===== src/rtl/mem_dump_reader_pkg.sv =====
// mem_dump_reader_pkg
//   Shared definitions for the memory dump reader: default address/data
//   widths and the FSM state encoding.
//   MEM_DUMP_CHECKSUM_EN widens the state to 3 bits to make room for CKSUM.
package mem_dump_reader_pkg;

  localparam int DEF_ADDR_W = 8;
  localparam int DEF_DATA_W = 8;

`ifdef MEM_DUMP_CHECKSUM_EN
  typedef enum logic [2:0] {
    IDLE   = 3'd0,
    FETCH  = 3'd1,
    SEND   = 3'd2,
    FINISH = 3'd3,
    CKSUM  = 3'd4
  } state_t;
`else
  typedef enum logic [1:0] {
    IDLE   = 2'd0,
    FETCH  = 2'd1,
    SEND   = 2'd2,
    FINISH = 2'd3
  } state_t;
`endif

endpackage


===== src/rtl/mem_dump_reader_xor_acc.sv =====
// dump_xor_acc
//   XOR accumulator for the dump checksum byte. It only exists when
//   MEM_DUMP_CHECKSUM_EN is defined; the default build has no accumulator.
//   Ports:
//     Clk   system clock
//     R     synchronous active-high reset
//     clr   clear accumulator (takes priority over en)
//     en    fold data into the accumulator
//     data  byte to accumulate
//     acc   current accumulator value
`ifdef MEM_DUMP_CHECKSUM_EN
module dump_xor_acc
  import mem_dump_reader_pkg::*;
#(
  parameter int DATA_W = DEF_DATA_W
) (
  input  logic              Clk,
  input  logic              R,
  input  logic              clr,
  input  logic              en,
  input  logic [DATA_W-1:0] data,
  output logic [DATA_W-1:0] acc
);

  always_ff @(posedge Clk) begin
    if (R || clr) begin
      acc <= '0;
    end else if (en) begin
      acc <= acc ^ data;
    end
  end

endmodule
`endif


===== src/rtl/mem_dump_reader.sv =====
// mem_dump_reader
//   Walks a byte range of a combinationally-read memory and presents each
//   byte on a valid/ready stream. One byte every two cycles when the
//   consumer is always ready (FETCH cycle, then SEND cycle).
//   Optional: MEM_DUMP_CHECKSUM_EN appends an XOR checksum byte after the
//   data bytes (also emitted for an empty dump).
//   Ports:
//     Clk, R               clock, synchronous active-high reset
//     Start                one-cycle dump request, sampled in IDLE only
//     BaseAddr, Count      first address / byte count (0..2^ADDR_W)
//     Mem_Addr, Mem_Data   memory read port (combinational read)
//     Out_Data, Out_Valid  output stream, held until Out_Ready
//     Out_Ready            consumer accept
//     Busy                 high whenever not IDLE
//     Done                 one-cycle completion pulse (in FINISH)
//
//   state  | meaning
//   IDLE   | waiting for Start
//   FETCH  | Mem_Addr driven, byte captured at the edge
//   SEND   | byte presented, waiting for Out_Ready
//   CKSUM  | checksum byte load/present (checksum build only)
//   FINISH | Done pulse, back to IDLE
module mem_dump_reader
  import mem_dump_reader_pkg::*;
#(
  parameter int ADDR_W = DEF_ADDR_W,
  parameter int DATA_W = DEF_DATA_W
) (
  input  logic              Clk,
  input  logic              R,
  input  logic              Start,
  input  logic [ADDR_W-1:0] BaseAddr,
  input  logic [ADDR_W:0]   Count,
  output logic [ADDR_W-1:0] Mem_Addr,
  input  logic [DATA_W-1:0] Mem_Data,
  output logic [DATA_W-1:0] Out_Data,
  output logic              Out_Valid,
  input  logic              Out_Ready,
  output logic              Busy,
  output logic              Done
);

  localparam logic [ADDR_W:0] REM_ONE = (ADDR_W+1)'(1);

  state_t            state;
  logic [ADDR_W-1:0] addr;
  logic [ADDR_W:0]   rem;

  // The address register drives the memory directly.
  assign Mem_Addr = addr;

`ifdef MEM_DUMP_CHECKSUM_EN
  logic              acc_clr;
  logic              acc_en;
  logic [DATA_W-1:0] acc;

  assign acc_clr = (state == IDLE) && Start;
  // Only data handshakes are folded in; the checksum byte itself is not.
  assign acc_en  = (state == SEND) && Out_Ready;

  dump_xor_acc #(.DATA_W(DATA_W)) u_acc (
    .Clk  (Clk),
    .R    (R),
    .clr  (acc_clr),
    .en   (acc_en),
    .data (Out_Data),
    .acc  (acc)
  );
`endif

  always_ff @(posedge Clk) begin
    if (R) begin
      state     <= IDLE;
      addr      <= '0;
      rem       <= '0;
      Out_Data  <= '0;
      Out_Valid <= 1'b0;
      Busy      <= 1'b0;
      Done      <= 1'b0;
    end else begin
      Done <= 1'b0;
      case (state)
        IDLE: begin
          if (Start) begin
            Busy <= 1'b1;
            if (Count != '0) begin
              addr  <= BaseAddr;
              rem   <= Count;
              state <= FETCH;
            end else begin
`ifdef MEM_DUMP_CHECKSUM_EN
              state <= CKSUM;
`else
              state <= FINISH;
              Done  <= 1'b1;
`endif
            end
          end
        end

        FETCH: begin
          Out_Data  <= Mem_Data;
          Out_Valid <= 1'b1;
          state     <= SEND;
        end

        SEND: begin
          if (Out_Ready) begin
            Out_Valid <= 1'b0;
            addr      <= addr + 1'b1;
            rem       <= rem - 1'b1;
            if (rem == REM_ONE) begin
`ifdef MEM_DUMP_CHECKSUM_EN
              state <= CKSUM;
`else
              state <= FINISH;
              Done  <= 1'b1;
`endif
            end else begin
              state <= FETCH;
            end
          end
        end

`ifdef MEM_DUMP_CHECKSUM_EN
        // First cycle loads the accumulator (which now includes the last
        // data byte), then it is held until accepted.
        CKSUM: begin
          if (!Out_Valid) begin
            Out_Data  <= acc;
            Out_Valid <= 1'b1;
          end else if (Out_Ready) begin
            Out_Valid <= 1'b0;
            state     <= FINISH;
            Done      <= 1'b1;
          end
        end
`endif

        FINISH: begin
          Busy  <= 1'b0;
          state <= IDLE;
        end

        default: state <= IDLE;
      endcase
    end
  end

endmodule


===== config.mk =====
export PLATFORM = sky130hd
export DESIGN_NAME = mem_dump_reader
export DESIGN_NICKNAME = d
export VERILOG_FILES = /design/src/rtl/mem_dump_reader_pkg.sv /design/src/rtl/mem_dump_reader_xor_acc.sv /design/src/rtl/mem_dump_reader.sv
export SDC_FILE = /design/constraint.sdc
export NUM_CORES = 1
export LEC_CHECK = 0
export ABC_AREA = 1
export CAP_MARGIN = 20
export CELL_PAD_IN_SITES_DETAIL_PLACEMENT = 0
export CELL_PAD_IN_SITES_GLOBAL_PLACEMENT = 2
export CORE_MARGIN = 4
export CORE_UTILIZATION = 26
export DETAILED_ROUTE_END_ITERATION = 6
export HOLD_SLACK_MARGIN = 0.15
export PLACE_DENSITY = 0.82
export SETUP_SLACK_MARGIN = 0.1
export SLEW_MARGIN = 20
export SYNTH_ARGS = -nofsm -noshare
export SYNTH_HDL_FRONTEND = slang
export SYNTH_HIERARCHICAL = 1
export SYNTH_SLANG_ARGS = --single-unit

===== constraint.sdc =====
create_clock -name Clk -period 3.1 [get_ports Clk]
set_input_delay 0.62 -clock Clk [delete_from_list [all_inputs] [get_ports Clk]]
set_output_delay 0.62 -clock Clk [all_outputs]
set_load 0.005 [all_outputs]

==> summary.md, run 1 <==
| Metric | Value |
|---|---|
| Worst Setup Slack post-DPL | between 0.7 and 0.8 ns |
| Total wire length | between 4000 and 5000 µm |
| Transition time at the pin with the least slew margin | around 0.64 ns |
| Total number of placement rows | 28 |
| Setup-failing EPs final | 0 |
| H-tree depth reported by CTS | 2 |
| Detail Route Antenna Nets | 0 |
| Static leakage power | about 0.96 nW |
| Hpwl dp | ~3500 µm |
| Core Box Area | 0.00606 mm² |
| WL per Instance | ~13 µm |
| # port buffers | 47 |
| Type of element launching the critical path | input port |
| Maximum number of pins on one net before global-route repair | 24 |
| Clock Root Buffer | sky130_fd_sc_hd__clkbuf_8 |
| Setup TNS | 0 ns |
| Clock tree from TritonCTS | built |
| Count of flip-flops with a built-in enable after synthesis | 0 |
| DRC violations left | 0 |
| Number of antenna repair diodes | 0 |
| Worst skew pair latency | 0.27 ns |
| Synth Instances | 260 |
| Count of final max-slew check failures | 0 |
| Most used flip-flop cell after synthesis | sky130_fd_sc_hd__dfxtp_1 |
| Clock transition at the registers of the reported paths | 0.07 ns |
| P_int | slightly below 0.8 mW |
| Most frequent cells in the layout | 69 x sky130_fd_sc_hd__nand2_1, 51 x sky130_fd_sc_hd__nor2_1, 47 x sky130_fd_sc_hd__clkdlybuf4s50_1, 30 x sky130_fd_sc_hd__dfxtp_1, 26 x sky130_fd_sc_hd__o21ai_0 |
| Tightest Hold Check Type | reg2reg |
| Total count of hold-check failures in the final report | 0 |
| Final standard cell utilization of the core | between 30% and 40% |
| Most common cell after layout, fill and taps aside | sky130_fd_sc_hd__nand2_1 |
| Post-cts hold buffer count | 0 |
| NumNets Final | 340 |
| GR Util All Layers | roughly an eighth |
| Synthesized area per cell | 6.36 µm² |
| Die area | between 0.007 and 0.008 mm² |
| Average vias per placed instance | between 4 and 5 |
| Post-CTS Setup Inserts | 0 |
| Time the final worst path needs with I/O delays and setup | 2.07 ns |
| Worst Path Arrival | 2.27 ns |
| Req. time, crit path | between 3 and 4 ns |
| Synthesized flop and latch total | 30 |
| Count of clock tree sinks | 30 |
| Synth Cell Area | 0.00165 mm² |
| Relative contribution of combinational cells to total power | 23.6% |
| First drt pass iteration count | 4 |
| Kind of capture point of the worst setup path | flop |
| Synthesis-to-finish area growth | 38.3% |
| First-pass GRT wire length | about 8000 µm |
| Antenna violations before repair | 0 |
| Violation count after the first detailed-route iteration | between 70 and 80 |
| DR vias | between 1,500 and 2,000 |
| Overall die width | roughly 88 µm |
| Switching power summed over all nets | approximately 0.31 mW |
| Residual overflow from global routing | 0 |
| Post-Synthesis Net Count | between 200 and 300 |
| Synth warn | 6 |
| Initial Util | 27.3% |
| Fraction of registers with async set/reset | 0% |
| Ratio of cells with drive above 1 in the final layout | slightly above 6% |
| Power per unit of standard cell area | around 480 mW/mm² |
| Distinct cell type count after synthesis | 28 |
| IR Drop Worst-Case VDD | approximately 0.23 mV |
| Routability congestion estimate from global placement | around 0.76 |
| Post-CTS Resized | 0 |
| Share of total power in the clock network | about a third |
| Vias in the first global route | between 1,500 and 2,000 |
| Clock skew | roughly 0.0056 ns |
| Share of the yosys chip area belonging to registers | 36.3% |
| Share of total power consumed by net switching | 28.3% |
| Floorplan die height | 87.7 µm |
| Kind of critical path | in2reg |
| Status | finished clean |
| Longest Clk Path Bufs | 2 |
| Number of max-cap violations | 0 |
| Largest fanout on the critical path | 19 |
| RSZ-0062 raised after global routing | false |
| Max_slew headroom | about 57% |
| Minimum setup slack in the final design | roughly 1.0 ns |
| Share of power burned in registers | approximately two fifths |
| Clock buffers created by TritonCTS | 5 |
| Max Clock Freq | approximately 480 MHz |
| Count of boundary I/O pins | 48 |
| Post-route total power | around 1.1 mW |
| Fin crit share | 66.7% |
[Yosys cell counts (all sizes together), types with 2 or more instances]
| master | number | area [µm²] |
|---|---|---|
| nand4 | 2 | 12.5 |
| nand2 | 72 | 283 |
| buf | 6 | 41.3 |
| nand3b | 2 | 15.0 |
| nor2 | 55 | 226 |
| ha | 3 | 37.5 |
| o21ai | 27 | 135 |
| a21oi | 17 | 88.8 |
| dfxtp | 30 | 601 |
| inv | 21 | 78.8 |
| nand3 | 16 | 80.1 |
| nor3 | 2 | 10.0 |
[flip-flops by register name, summed over array words and instances, names as in the netlist]
signal     cells
Mem_Addr       8
Out_Data       8
Done           1
rem            9
state          2
Out_Valid      1
Busy           1
[metrics by stage]
| step | hold slack (ns) | std cells | area [µm²] |
|---|---|---|---|
| final | 0.478 | 384 | 2290 |
| after global routing | 0.515 | 384 | 2290 |
| after CTS | 0.478 | 384 | 2290 |
| after detailed placement | 0.460 | 376 | 2180 |
| after global placement | 0.477 | 376 | 2180 |
| after floorplan | 0.446 | 260 | 1650 |
[cells by family after synthesis]
family,Yosys count,share of synthesized area (%)
xor+xnor,1,0.530
fa+ha+maj,3,2.27
buf+inv,29,7.72
flops,30,36.3
simple gates,150,38.3
compound gates,47,14.8
[power by group through the flow]
stage | Combinational, mW | Sequential (mW) | Clock (mW)
after floorplan | 0.145 | 0.454 | 0
after global placement | 0.260 | 0.459 | 0
after detailed placement | 0.258 | 0.458 | 0
after CTS | 0.261 | 0.450 | 0.397
after global routing | 0.294 | 0.454 | 0.417
final | 0.257 | 0.450 | 0.384
[path summary, 6_finish.rpt]
kind              startpoint          end  slack (ns)  cells after the start
setup reg to reg    state[1]  Mem_Addr[5]        1.27                      8
hold reg to reg    Out_Valid    Out_Valid        0.48                      2
setup / recovery    Count[6]       rem[0]        1.03                      6
hold / removal     Out_Valid    Out_Valid        0.48                      2
[worst max-delay path, stage by stage]
cell and delay, ns:
sky130_fd_sc_hd__clkdlybuf4s50_1 0.42, sky130_fd_sc_hd__nor3_1 0.56, sky130_fd_sc_hd__nand2_2 0.19, sky130_fd_sc_hd__nand2_4 0.23, sky130_fd_sc_hd__o21ai_0 0.10, sky130_fd_sc_hd__a21oi_1 0.13
[layer usage]
layer	vias to the layer above	part of all wire, %	track usage, %
met5	-	0	0
met4	0	0.48	3.07
met3	2	9.7	5.08
met2	57	41	20.0
met1	769	49	17.9
li1	924	-	-
[area by class of cell]
cell class | instances | area, µm²
multi-input cells | 201 | 925
inverters | 22 | 82.6
well taps | 75 | 93.8
flip-flops and latches | 30 | 601
clock buffers | 7 | 76.3
repair buffers | 48 | 478
fillers | 688 | 3770
clock inverters | 1 | 30.0
(Power assumes the default switching activity.)
==> inputs of run 2 (changes only) <==
--- a/config.mk
+++ b/config.mk
@@ -10,10 +10,10 @@
 export CELL_PAD_IN_SITES_DETAIL_PLACEMENT = 0
 export CELL_PAD_IN_SITES_GLOBAL_PLACEMENT = 2
 export CORE_MARGIN = 4
-export CORE_UTILIZATION = 26
+export CORE_UTILIZATION = 22
 export DETAILED_ROUTE_END_ITERATION = 6
 export HOLD_SLACK_MARGIN = 0.15
-export PLACE_DENSITY = 0.82
+export PLACE_DENSITY = 0.74
 export SETUP_SLACK_MARGIN = 0.1
 export SLEW_MARGIN = 20
 export SYNTH_ARGS = -nofsm -noshare
==> constraint.sdc (replaced) <==
create_clock -name Clk -period 1.87 [get_ports Clk]
set_input_delay 0.374 -clock Clk [delete_from_list [all_inputs] [get_ports Clk]]
set_output_delay 0.374 -clock Clk [all_outputs]
set_load 0.005 [all_outputs]
==> run 2 against run 1 <==
Clock skew increased by 0.0015 ns. Sequential power increased by 66%. First-iteration DRC count decreased by 5.3%. Wire length increased by 11%. Worst hold slack got worse by 0.013 ns. Combinational power increased by 77%. Critical path type is now reg2out. Largest cell class unchanged. Highest routed layer unchanged.
==> summary.md, run 2 (same netlist as run 1, synthesis figures left out) <==
| Metric | Value |
|---|---|
| Fin Hold WS | 0.465 ns (was 0.478 ns) |
| Gate family responsible for the most delay along the worst path | buffers and inverters (was simple AND/OR/NAND/NOR gates) |
| Worst Setup Slack post-DPL | -0.0170 ns (was 0.726 ns) |
| Post-route design area | 0.00239 mm² (was 0.00229 mm²) |
| Max incr delay on CP | 0.55 ns (was 0.56 ns) |
| Type of element launching the critical path | flop (was input port) |
| Post-CTS Resized | 0 (unchanged) |
| Clock transition at the registers of the reported paths | 0.07 ns (about the same) |
| Share of power burned in registers | 42.4% (was 41.2%) |
| Worst skew pair latency | 0.29 ns (was 0.27 ns) |
| # port buffers | 47 (unchanged) |
| Tightest Hold Check Type | reg2reg (unchanged) |
| Fin cells | 416 (was 384) |
| CP Buf/Inv Count | 1 (unchanged) |
| Total wire length | 5380 µm (was 4830 µm) |
| Maximum number of pins on one net before global-route repair | 23 (was 24) |
| Routability congestion estimate from global placement | 0.850 (was 0.757) |
| GR Util All Layers | 12.9% (was 13.3%) |
| Critical Path Source | Mem_Addr[3] (was Count[6]) |
| Met1 global-route usage | 17.4% (was 17.9%) |
| Global-route met3 utilization | 4.38% (was 5.08%) |
| P_int | 1.21 mW (was 0.782 mW) |
| Power per unit of standard cell area | 737 mW/mm² (was 477 mW/mm²) |
| Worst Path Arrival | 1.28 ns (was 2.27 ns) |
| Longest Clk Path Bufs | 2 (unchanged) |
| Switching power summed over all nets | 0.545 mW (was 0.309 mW) |
| Core Box Area | 0.00729 mm² (was 0.00606 mm²) |
| Clock tree from TritonCTS | built (unchanged) |
| Share of total power consumed by net switching | 31.0% (was 28.3%) |
| Largest fanout on the critical path | 6 (was 19) |
| Beginning of the worst register-to-register path | state[0] (was state[1]) |
| Count of boundary I/O pins | 48 (unchanged) |
| Transition time at the pin with the least slew margin | 0.576 ns (was 0.645 ns) |
| Detail Route Antenna Nets | 0 (unchanged) |
| Sequence of cells on the critical path | clkdlybuf4s50_1 (was clkdlybuf4s50_1, nor3_1, nand2_2, nand2_4, o21ai_0, a21oi_1) |
| Max Clock Freq | between 600 and 700 MHz |
| Vias in the first global route | 1,786 (was 1,658) |
| Clock Root Buffer | sky130_fd_sc_hd__clkbuf_8 (unchanged) |
| Time the final worst path needs with I/O delays and setup | 1.65 ns |
| Share of total power in the clock network | 31.8% (was 35.2%) |
| Synthesis-to-finish area growth | 44.4% (was 38.3%) |
| DR vias | 1,784 (was 1,752) |
| Instance area after placement | 0.00229 mm² (was 0.00218 mm²) |
| NumNets Final | 348 (was 340) |
| Req. time, crit path | 1.50 ns (was 3.31 ns) |
| Critical hold path startpoint | Out_Valid (unchanged) |
| Number of max-cap violations | 0 (unchanged) |
| Clock buffers created by TritonCTS | 5 (unchanged) |
| Most common cell after layout, fill and taps aside | sky130_fd_sc_hd__nand2_1 (unchanged) |
| GR Layer Usage met2 | 19.4% (was 20.0%) |
| Hpwl dp | 3860 µm (was 3530 µm) |
| Relative contribution of combinational cells to total power | 25.8% (was 23.6%) |
| Floorplan die height | 94.7 µm (was 87.7 µm) |
| Largest Register | rem (unchanged) |
| Violation count after the first detailed-route iteration | 72 (was 76) |
| Post-cts hold buffer count | 0 (unchanged) |
| H-tree depth reported by CTS | 2 (unchanged) |
| Count of final max-slew check failures | 0 (unchanged) |
| IR Drop Worst-Case VDD | 0.341 mV (was 0.233 mV) |
| Residual overflow from global routing | 0 (unchanged) |
| DRC violations left | 0 (unchanged) |
| RSZ-0062 raised after global routing | false (unchanged) |
| Ratio of cells with drive above 1 in the final layout | 8.83% (was 6.15%) |
| WL per Instance | 12.9 µm (was 12.6 µm) |
| Static leakage power | 1.00 nW (was 0.960 nW) |
| Most frequent cells in the layout | 69 x sky130_fd_sc_hd__nand2_1, 51 x sky130_fd_sc_hd__nor2_1, 47 x sky130_fd_sc_hd__clkdlybuf4s50_1, 30 x sky130_fd_sc_hd__dfxtp_1, 26 x sky130_fd_sc_hd__o21ai_0 (unchanged) |
| Status | finished clean (unchanged) |
| Overall die width | 94.7 µm (was 87.7 µm) |
| Total number of placement rows | 31 (was 28) |
| Fin crit share | around nine tenths |
| Average vias per placed instance | 4.29 (was 4.56) |
| Setup-failing EPs final | 0 (unchanged) |
| First-pass GRT wire length | 9010 µm (was 8020 µm) |
| Post-CTS Setup Inserts | 0 (unchanged) |
| Die area | 0.00896 mm² (was 0.00770 mm²) |
| Clock skew | 0.00710 ns (was 0.00565 ns) |
| Minimum setup slack in the final design | 0.218 ns (was 1.03 ns) |
| Number of antenna repair diodes | 0 (unchanged) |
| First drt pass iteration count | 4 (unchanged) |
| Critical-path top delay cell | sky130_fd_sc_hd__clkdlybuf4s50_1 (was sky130_fd_sc_hd__nor3_1) |
| Max reg flops | 9 (unchanged) |
| Total count of hold-check failures in the final report | 0 (unchanged) |
| Layer with the highest usage | met2 (unchanged) |
| Antenna violations before repair | 0 (unchanged) |
| Kind of critical path | reg2out (was in2reg) |
| Count of clock tree sinks | 30 (unchanged) |
| Max_slew headroom | 61.5% (was 56.7%) |
| # placed instances | 408 (was 376) |
| Kind of capture point of the worst setup path | output port (was flop) |
| Initial Util | 22.7% (was 27.3%) |
## run 2: cell count changes in the layout (fill, tap and decap cells not counted), sizes merged
cell    delta
bufinv     -1
buf        +8
clkinv     +1
## run 2: worst paths after layout
kind,to,slack [ns],cells past startpoint
worst max-delay path,Mem_Addr[3],0.22,1
worst min-delay path,Out_Valid,0.47,2
worst max register to register,Mem_Addr[5],0.32,10
worst min register to register,Out_Valid,0.47,2
## run 2: metrics by stage
step	util [%]	setup TNS (ns)	power (mW)
final	32.7	0	1.76
after global routing	32.7	0	1.88
after global placement	31.5	-0.0360	1.22
after CTS	32.7	0	1.79
after floorplan	-	0	0.994
after detailed placement	31.5	-0.0288	1.22
## run 2: cell type report
cell class / instances / area [µm²]
fill: 825 / 4910
multi-input combinational: 201 / 925
sequential: 30 / 601
timing repair buffer: 56 / 563
tap: 99 / 124
clock buffer: 7 / 86.3
inverter: 22 / 82.6
clock inverter: 1 / 5.00
## run 2: power groups by stage
| stage | Combinational [mW] | Clock (mW) | Sequential [mW] |
|---|---|---|---|
| final | 0.455 | 0.559 | 0.746 |
| after detailed placement | 0.457 | 0 | 0.759 |
| after floorplan | 0.241 | 0 | 0.753 |
| after global placement | 0.461 | 0 | 0.761 |
| after CTS | 0.461 | 0.580 | 0.746 |
| after global routing | 0.519 | 0.607 | 0.755 |
## run 2: layer usage
layer	wire [µm]	part of all wire [%]
met2	2200	41
met1	2630	49
met5	0	0
met4	57	1.1
met3	494	9.2
